<file path="src/rtl/ttuart_rx_fifo.sv">
// UART receive FIFO: turns the receiver's level-style byte-ready into one push per
// byte, buffers bytes first-word fall-through, and tracks fill level plus sticky overflow.
module ttuart_rx_fifo #(
  parameter  int DEPTH = 8,
  localparam int LVL_W = $clog2(DEPTH) + 1
) (
  input  logic             clk,
  input  logic             rst_n,
  input  logic [7:0]       rx_data,
  input  logic             rx_data_ready,
  output logic [7:0]       out_data,
  output logic             out_valid,
  input  logic             out_ready,
  output logic [LVL_W-1:0] fifo_level,
  output logic             overflow,
  input  logic             clear_overflow
);

  localparam int PTR_W = $clog2(DEPTH);

  logic             rdy_q, rdy_d;
  logic [PTR_W-1:0] wr_ptr_q, wr_ptr_d;
  logic [PTR_W-1:0] rd_ptr_q, rd_ptr_d;
  logic [LVL_W-1:0] level_q, level_d;
  logic             overflow_q, overflow_d;

  logic [7:0]       mem [DEPTH];

  logic             push;
  logic             pop;
  logic             full;
  logic             wr_en;

  always_comb begin
    push  = rx_data_ready & ~rdy_q;
    pop   = (level_q != '0) & out_ready;
    full  = (level_q == LVL_W'(DEPTH));
    // A full FIFO still takes the byte when the head leaves in the same cycle.
    wr_en = push & (~full | pop);

    rdy_d    = rx_data_ready;
    wr_ptr_d = wr_en ? wr_ptr_q + PTR_W'(1) : wr_ptr_q;
    rd_ptr_d = pop   ? rd_ptr_q + PTR_W'(1) : rd_ptr_q;

    level_d = level_q;
    if (wr_en && !pop) begin
      level_d = level_q + LVL_W'(1);
    end else if (pop && !wr_en) begin
      level_d = level_q - LVL_W'(1);
    end

    overflow_d = overflow_q;
    if (push && full && !pop) begin
      overflow_d = 1'b1;
    end else if (clear_overflow) begin
      overflow_d = 1'b0;
    end
  end

  always_ff @(posedge clk or negedge rst_n) begin
    if (!rst_n) begin
      rdy_q      <= 1'b0;
      wr_ptr_q   <= '0;
      rd_ptr_q   <= '0;
      level_q    <= '0;
      overflow_q <= 1'b0;
    end else begin
      rdy_q      <= rdy_d;
      wr_ptr_q   <= wr_ptr_d;
      rd_ptr_q   <= rd_ptr_d;
      level_q    <= level_d;
      overflow_q <= overflow_d;
    end
  end

  // Storage carries no reset so it can map onto distributed/block RAM.
  always_ff @(posedge clk) begin
    if (wr_en) begin
      mem[wr_ptr_q] <= rx_data;
    end
  end

  always_comb begin
    out_valid  = (level_q != '0);
    out_data   = out_valid ? mem[rd_ptr_q] : 8'h00;
    fifo_level = level_q;
    overflow   = overflow_q;
  end

endmodule

</file>
<file path="config.mk">
export PLATFORM = sky130hd
export DESIGN_NAME = ttuart_rx_fifo
export DESIGN_NICKNAME = d
export VERILOG_FILES = /design/src/rtl/ttuart_rx_fifo.sv
export SDC_FILE = /design/constraint.sdc
export NUM_CORES = 1
export LEC_CHECK = 0
export BUFFER_PORTS_ARGS = -buffer_cell sky130_fd_sc_hd__buf_2
export CAP_MARGIN = 10
export CORE_MARGIN = 5
export CORE_UTILIZATION = 55
export DETAILED_ROUTE_END_ITERATION = 10
export GPL_ROUTABILITY_DRIVEN = 0
export GPL_TIMING_DRIVEN = 0
export HOLD_SLACK_MARGIN = 0.1
export PLACE_DENSITY = 0.77
export SKIP_CTS_REPAIR_TIMING = 1
export SYNTH_ARGS = -nofsm -noshare
export SYNTH_HDL_FRONTEND = slang
export SYNTH_SLANG_ARGS = --single-unit
</file>
<file path="constraint.sdc">
create_clock -name clk -period 3 [get_ports clk]
set_input_delay 0.15 -clock clk [delete_from_list [all_inputs] [get_ports clk]]
set_output_delay 0.15 -clock clk [all_outputs]
set_load 0.05 [all_outputs]
</file>
======== Word level (Yosys, flattened, before mapping) ========
Memory sizes are Yosys's and may differ from the RTL's.
Cells that the tools add are included.
storage, ports and cells
  output and inout bits ................... 14
  memories kept ........................... 1
  bits in writable memories ............... 64
  word-level logic and storage cells ...... 33
  bits of input ports ..................... 13
  flip-flop bits (word level) ............. 12
operators by class
  mux-type cells .......................... 7
  $add $sub $neg .......................... 4
  bitwise gates (word level) .............. 6
  reductions and logical operators ........ 9
  eq/ne operators ......................... 1
memory list
  memory  words  width  rd ports  clocked after Yosys merged registers in  wr ports  line  source
  mem     8      8      1         0                                        1         27    logic [7:0] mem [DEPTH];
operator list
  kind                                                                count
  4-bit two-way mux                                                   2
  8-bit two-way mux                                                   1
  3-bit by 1-bit adder with 3-bit output, second input constant       2
  4-bit by 1-bit adder with 4-bit output, second input constant       1
  4-bit equality test, second input constant                          1
  1-bit logical AND                                                   4
  1-bit two-way mux                                                   4
  2-bit nonzero test                                                  2
  4-bit nonzero test                                                  1
  4-bit by 1-bit subtractor with 4-bit output, second input constant  1
  1-bit bitwise AND                                                   3
  1-bit zero test                                                     2
  1-bit NOT                                                           2
  1-bit OR                                                            1

======== Logic depth before layout (Yosys ltp) ========
Gate-level depths: netlist of run 1.
  depth after elaboration ................. 8
  gate-level depth with buffers ........... 9
  gate-level depth less buffers ........... 9

======== Least setup slack after synthesis of run 1 ========
Ideal clock, no wire load.
  path kind ............................... flip-flop to flip-flop
  from .................................... reg level_q[0] (netlist: fifo_level[0])
  to ...................................... reg level_q[3] (netlist: fifo_level[3])
  setup slack ............................. -0.044 ns
  cell stages (with the launch flop) ...... 10
  required time ........................... 2.869 ns
  period minus slack after synthesis ...... 3.044 ns
  path buffers ............................ 1
  arrival time ............................ 2.913 ns
  setup time .............................. 0.131 ns
  cell sequence ........................... dfrtp_1 > or4_1 > buf_2 > nand2_1 > ha_1 > inv_1 > ha_1 > or4_1 > o211ai_1 > o211ai_1
on the way
  cells in the longest elaborated chain, start to end .. 7
  elaborated cells between the ends (all ways) .. 15
  those cells by class .................... add/sub: 2; eq/ne: 1; mux: 2; bitwise: 4; reduce/logical: 6
ends and longest elaborated chain
  what                                 line  source
  start, declared                      24    logic [LVL_W-1:0] level_q, level_d;
  start signal, assigned               71    level_q <= level_d;
  4-bit nonzero test *                 n/a
  net out_valid                        12    output logic out_valid,
  1-bit bitwise AND *                  36    pop = (level_q != '0) & out_ready;
  1-bit OR                             39    wr_en = push & (~full | pop);
  1-bit bitwise AND                    39
  1-bit zero test                      48    end else if (pop && !wr_en) begin
  1-bit logical AND                    48
  2-bit nonzero test (no source line)  n/a
Mark *: on every way through the listed nets, which the timed path passes. The rest lies on a longest branch. The select of a mux whose other input is x is not followed.
A chain may end at the register's enable or synchronous reset.

======== Worst setup path in the final report of run 1 ========
  from .................................... reg level_q[0] (netlist: fifo_level[0])
  to ...................................... reg level_q[3] (netlist: fifo_level[3])
on the way
  cells in the longest elaborated chain, start to end .. 7
  elaborated cells between the ends (all ways) .. 15
  those cells by class .................... add/sub: 2; eq/ne: 1; mux: 2; bitwise: 4; reduce/logical: 6
ends and longest elaborated chain
  what                                                       line    source
  4-bit nonzero test or 4-bit equality test (tied branches)  36, 37
  1-bit bitwise AND or 1-bit NOT (tied branches)             36, 39
  1-bit OR *                                                 39
  1-bit bitwise AND *                                        39
  net wr_en                                                  32      logic wr_en;
  1-bit zero test                                            48
  1-bit logical AND                                          48
  2-bit nonzero test (no source line)                        n/a
Marks and branches as above.

==> flow_metrics.env, run 1 <==
export IMPL_status="complete, no violations"
export IMPL_period_minus_slack_ns=2.87
export IMPL_max_cap_violations=0
export IMPL_drc=0
export IMPL_whs_ns=0.104
export IMPL_layout_drive_gt1_share=0.336
export IMPL_met2WireLength_mm=3.35
export IMPL_drv_slew=0
export IMPL_row_count=27
export IMPL_dp_cells=266
export IMPL_vdd_drop_max_uv=643
export IMPL_post_synth_top_area_fraction=0.617
export IMPL_seqPwrFrac=0.376
export IMPL_yosysSeqAreaShare=0.713
export IMPL_die_w_um=85.3
export IMPL_syn_num_nets=184
export IMPL_insertion_delay_ns=0.34
export IMPL_synth_most_common_cell="edfxtp_1"
export IMPL_ant_nets=0
export IMPL_grt_first_pass_wirelength_mm=10.0
export IMPL_synth_ff_type="edfxtp_1"
export IMPL_vias_per_cell=5.96
export IMPL_relSlewSlack=0.336
export IMPL_p_clk_frac=0.192
export IMPL_core_area_um2=5510
export IMPL_fmax_ghz=0.349
export IMPL_yosys_area_top_type="edfxtp_1"
export IMPL_wl_mm=6.27
export IMPL_met1_length_mm=2.43
export IMPL_cts_tree="built"
export IMPL_htreeDepth=3
export IMPL_portBuffers=26
export IMPL_cts_sinks=76
export IMPL_root_buffer="clkbuf_8"
export IMPL_r2r_slack_ns=0.13
export IMPL_ys_async_sr_fraction=0.158
export IMPL_grt_pass1_vias=1888
export IMPL_antenna_found_initial=0
export IMPL_finalHoldViolations=0
export IMPL_leakage_nw=1.29
export IMPL_seq_area_um2=2220
export IMPL_setup_worst_path_start_class="register"
export IMPL_hpwlAfterDp_mm=4.03
export IMPL_diodes=0
export IMPL_vias=1741
export IMPL_gr_total_overflow=0
export IMPL_syn_to_final_growth_pct=17.9
export IMPL_grt_max_degree=13
export IMPL_end_kind="register"
export IMPL_layout_cells_non_filler=292
export IMPL_syn_cell_area_um2=3120
export IMPL_nets=234
export IMPL_io_pins=27
export IMPL_arrival_ns=3.07
export IMPL_nFillCells=367
export IMPL_multi_input_area_um2=873
export IMPL_p_int_w=0.00228
export IMPL_dr_first_iter_drc_count=146
export IMPL_synth_distinct_cells=30
export IMPL_wl_met3_um=381
export IMPL_dr_pass1_iters=5
export IMPL_syn_avg_cell_area_um2=18.9
export IMPL_comb_power_share=0.432
export IMPL_ys_ff_latch=76
export IMPL_final_setup_viol_count=0
export IMPL_crit_type="register to register"
export IMPL_track_usage=0.190
export IMPL_wl_per_cell_um=21.5
export IMPL_crit_path_max_fanout=7
export IMPL_clkTransAtPathRegs_ns=0.08
export IMPL_numCtsBuffers=9
export IMPL_tns_ns=0
export IMPL_worst_pin_slew_ns=0.992
export IMPL_netlist_instances=165
export IMPL_initial_utilization=0.566
export IMPL_fin_skew_ns=0.00710
export IMPL_ys_warn_count=0
export IMPL_dieArea_um2=7270
export IMPL_routed_top_layer="met4"
export IMPL_ys_top_cells_by_count="edfxtp_1 (64), mux4_2 (16), dfrtp_1 (12)"
export IMPL_rsz0062_at_grt="false"
export IMPL_cts_buffer_depth=2
export IMPL_die_h_um=85.3
export IMPL_required_ns=3.20
export IMPL_p_sw_w=0.00148
export IMPL_synth_area_top_cells="edfxtp_1 (62%), mux4_2 (12%), dfrtp_1 (9.6%), a22o_1 (2.5%), ha_1 (2.0%)"
export IMPL_holdCritPathClass="primary input to register"
export IMPL_p_per_area_nw_per_um2=1020
export IMPL_min_period_over_period=0.956
export IMPL_synth_edf_count=64
export IMPL_switching_share=0.394
-- critical path, cell delays in order (launching register included) --
cell and delay [ns]:
dfrtp_2 0.46, or3_1 0.48, o21ai_4 0.20, inv_1 0.11, ha_4 0.19, inv_1 0.14, ha_2 0.34, or4_1 0.56
o211ai_1 0.13, o211ai_1 0.12
-- metal layers --
metal | track usage | vias to the layer above
met2 | 0.312 | 68
li1 | - | 766
met5 | 0 | -
met1 | 0.240 | 893
met3 | 0.0563 | 14
met4 | 0.0676 | 0
-- power by group through the flow --
stage	Combinational, W	Clock (W)	Sequential [W]
5_1_grt	0.00174	0.000791	0.00143
6_report	0.00163	0.000724	0.00141
3_3_place_gp	0.00154	0	0.00141
3_5_place_dp	0.00160	0	0.00143
4_1_cts	0.00162	0.000739	0.00141
2_1_floorplan	0.00115	0	0.00149
-- metrics by stage --
step           cell area (um^2)  setup slack, ns  power [W]  utilization
2_1_floorplan              3120           0.0200    0.00265            -
3_3_place_gp               3340           0.0860    0.00295        0.606
3_5_place_dp               3370          -0.0171    0.00304        0.613
4_1_cts                    3550          -0.0781    0.00377        0.645
5_1_grt                    3670           0.0317    0.00396        0.667
6_report                   3670            0.132    0.00376        0.667
-- flip-flops by register name, indices dropped and copies added (netlist names) --
signal	cells
mem	64
wr_ptr_q	3
overflow	1
rd_ptr_q	3
rdy_q	1
fifo_level	4
-- worst paths after layout --
kind	cells after the start	start	end
max	9	fifo_level[0]$_DFFE_PN0P_	fifo_level[3]$_DFFE_PN0P_
min	1	rx_data[3]	mem[2][3]$_DFFE_PP_
max reg2reg	9	fifo_level[0]$_DFFE_PN0P_	fifo_level[3]$_DFFE_PN0P_
min reg2reg	1	overflow$_DFFE_PN0P_	overflow$_DFFE_PN0P_
max in group asynchronous	2	rst_n	fifo_level[0]$_DFFE_PN0P_
min in group asynchronous	2	rst_n	rdy_q$_DFF_PN0_
-- cell type report --
cell class | count | area share
Buffer | 8 | 0.0133
Inverter | 3 | 0.00307
Tap cell | 72 | 0.0245
Timing Repair Buffer | 39 | 0.0674
Multi-Input combinational cell | 78 | 0.238
Clock inverter | 3 | 0.0109
Sequential cell | 76 | 0.605
Clock buffer | 13 | 0.0378
-- cells by family (layout without fill, tap and decap cells) --
group           count (synthesis)  count (layout)  synth area share
compound gates                 18              18            0.0462
xor+xnor                        6               6            0.0169
fa+ha+maj                       6               6            0.0265
buf+inv                        11              66            0.0193
flops                          76              76             0.713
mux                            20              20             0.130
simple gates                   28              28            0.0486
-- cells in the final DEF, fill, tap and decap left out, types with 6 or more instances in the layout --
| cell | n |
|---|---|
| clkbuf_1 | 6 |
| a22o_1 | 9 |
| edfxtp_1 | 64 |
| dfrtp_1 | 11 |
| dlygate4sd3_1 | 9 |
| buf_2 | 30 |
| xnor2_1 | 6 |
| clkbuf_8 | 9 |
| mux4_2 | 16 |
Note: power is estimated with default switching activity, not from simulation.
==> run 2, diff against run 1 <==
--- a/config.mk
+++ b/config.mk
@@ -11,9 +11,8 @@
 export CORE_UTILIZATION = 55
 export DETAILED_ROUTE_END_ITERATION = 10
 export GPL_ROUTABILITY_DRIVEN = 0
-export GPL_TIMING_DRIVEN = 0
 export HOLD_SLACK_MARGIN = 0.1
-export PLACE_DENSITY = 0.77
+export PLACE_DENSITY = 0.7
 export SKIP_CTS_REPAIR_TIMING = 1
 export SYNTH_ARGS = -nofsm -noshare
 export SYNTH_HDL_FRONTEND = slang
==> run 2 against run 1 <==
Net effect: clock power is 11% lower; wire length decreased by 8.9%; setup slack improved by 0.085 ns; via count fell by 5.9%; fmax grew 3.1%; sequential power increased by 3%; utilization decreased by 0.77 points; sequential cell count is the same; largest cell class unchanged; design area fell by 1.2%; critical path type unchanged; global-route usage fell by 1.5 points; largest power group unchanged.
==> flow_metrics.env, run 2 (same netlist as run 1, synthesis figures left out) <==
export IMPL_hold_path_cell_count=3
export IMPL_fin_skew_ns=0.0104
export IMPL_worstHoldStart="clear_overflow"
export IMPL_vdd_drop_max_uv=753
export IMPL_dieArea_um2=7270
export IMPL_core_area_um2=5510
export IMPL_rr_endpoint="fifo_level[3]$_DFFE_PN0P_"
export IMPL_tns_ns=0
export IMPL_setup_worst_path_start_class="register"
export IMPL_holdCritPathClass="primary input to register"
export IMPL_track_usage=0.175
export IMPL_initial_utilization=0.566
export IMPL_htreeDepth=3
export IMPL_drc=0
export IMPL_worst_pin_slew_ns=0.866
export IMPL_gr_total_overflow=0
export IMPL_io_pins=27
export IMPL_nets=233
export IMPL_diodes=0
export IMPL_vias=1639
export IMPL_syn_to_final_growth_pct=16.5
export IMPL_vias_per_cell=5.63
export IMPL_final_setup_viol_count=0
export IMPL_antenna_found_initial=0
export IMPL_arrival_ns=3.00
export IMPL_leakage_nw=1.28
export IMPL_cts_tree="built"
export IMPL_dr_pass1_iters=4
export IMPL_grt_first_pass_wirelength_mm=9.14
export IMPL_row_count=27
export IMPL_r2r_slack_ns=0.22
export IMPL_rsz0062_at_grt="false"
export IMPL_finalHoldViolations=0
export IMPL_p_per_area_nw_per_um2=988
export IMPL_insertion_delay_ns=0.34
export IMPL_drv_slew=0
export IMPL_grt_max_degree=19
export IMPL_cts_buffer_depth=2
export IMPL_hpwlAfterDp_mm=3.80
export IMPL_clkTransAtPathRegs_ns=0.08
export IMPL_numCtsBuffers=9
export IMPL_dpl_cell_area_um2=3360
export IMPL_wl_mm=5.72
export IMPL_ant_nets=0
export IMPL_cts_sinks=76
export IMPL_crit_type="register to register"
export IMPL_end_kind="register"
export IMPL_relSlewSlack=0.422
export IMPL_worst_hold_path_endpoint="overflow$_DFFE_PN0P_"
export IMPL_timing_rr_start="fifo_level[0]$_DFFE_PN0P_"
export IMPL_fin_area_um2=3630
export IMPL_grt_pass1_vias=1683
export IMPL_regMostFlops="mem"
export IMPL_crit_path_max_fanout=7
export IMPL_fmax_ghz=0.359
export IMPL_layout_drive_gt1_share=0.333
export IMPL_root_buffer="clkbuf_8"
export IMPL_min_period_over_period=0.927
export IMPL_period_minus_slack_ns=2.78
export IMPL_dr_first_iter_drc_count=126
export IMPL_die_h_um=85.3
export IMPL_mostFrequentLayoutCells="edfxtp_1 (64), buf_2 (26), mux4_2 (16)"
export IMPL_wl_per_cell_um=19.6
export IMPL_required_ns=3.22
export IMPL_portBuffers=26
export IMPL_final_common_cell="edfxtp_1"
export IMPL_status="complete, no violations"
export IMPL_reg2reg_depth=8
export IMPL_die_w_um=85.3
export IMPL_max_cap_violations=0
export IMPL_largest_reg_flops=64
-- run 2: cell count changes in the layout (fill, tap and decap cells not counted), moves of 2 or more --
cell        delta
clkinvlp_4     +2
nor3_2         -2
clkbuf_1       -4
buf_4          +7
buf_2          -4
buf_6          -2
nor3_1         +2
-- run 2: through the flow --
step | utilization | worst slack [ns] | instances | total power [W] | hold WS (ns)
floorplan | - | 0.0200 | 165 | 0.00265 | -0.146
global placement | 0.611 | 0.277 | 265 | 0.00291 | 0.0342
detailed placement | 0.611 | 0.141 | 265 | 0.00296 | 0.0466
CTS | 0.640 | 0.113 | 281 | 0.00361 | -0.333
global route | 0.659 | 0.0670 | 291 | 0.00378 | 0.101
finish | 0.659 | 0.218 | 291 | 0.00359 | 0.101
-- run 2: worst max path at each step --
stage,from,end,cells after the start
6_report,fifo_level[0]$_DFFE_PN0P_,fifo_level[3]$_DFFE_PN0P_,8
3_3_place_gp,fifo_level[0]$_DFFE_PN0P_,fifo_level[3]$_DFFE_PN0P_,8
5_1_grt,fifo_level[0]$_DFFE_PN0P_,fifo_level[3]$_DFFE_PN0P_,8
2_1_floorplan,fifo_level[2]$_DFFE_PN0P_,fifo_level[3]$_DFFE_PN0P_,9
4_1_cts,fifo_level[0]$_DFFE_PN0P_,fifo_level[3]$_DFFE_PN0P_,8
3_5_place_dp,fifo_level[0]$_DFFE_PN0P_,fifo_level[3]$_DFFE_PN0P_,8
-- run 2: layout make-up --
cell class              count  area [um^2]
multi-input cells          78          841
fillers                   381         1880
clock buffers              11          131
flip-flops and latches     76         2220
inverters                   3         11.3
repair buffers             46          305
well taps                  72         90.1
clock inverters             5         28.8
-- run 2: where the power goes --
part	internal (W)	switching, W
logic	0.000575	0.000919
clock network	0.000295	0.000350
registers	0.00129	0.000161
-- run 2: per-layer routing --
metal  global-route usage  routed length (um)  vias to the layer above
li1                     -                   -                      762
met1                0.231                2420                      827
met2                0.279                2930                       44
met5                    0                   0                        -
met3               0.0485                 307                        6
met4               0.0647                  56                        0
-- run 2: critical path, stage by stage (launching register included) --
cell      delay [ns]
dfrtp_2         0.46
or4_4           0.59
nand2_1         0.16
ha_2            0.25
inv_1           0.11
ha_1            0.36
or4_1           0.52
o211ai_1        0.10
o211ai_1        0.10
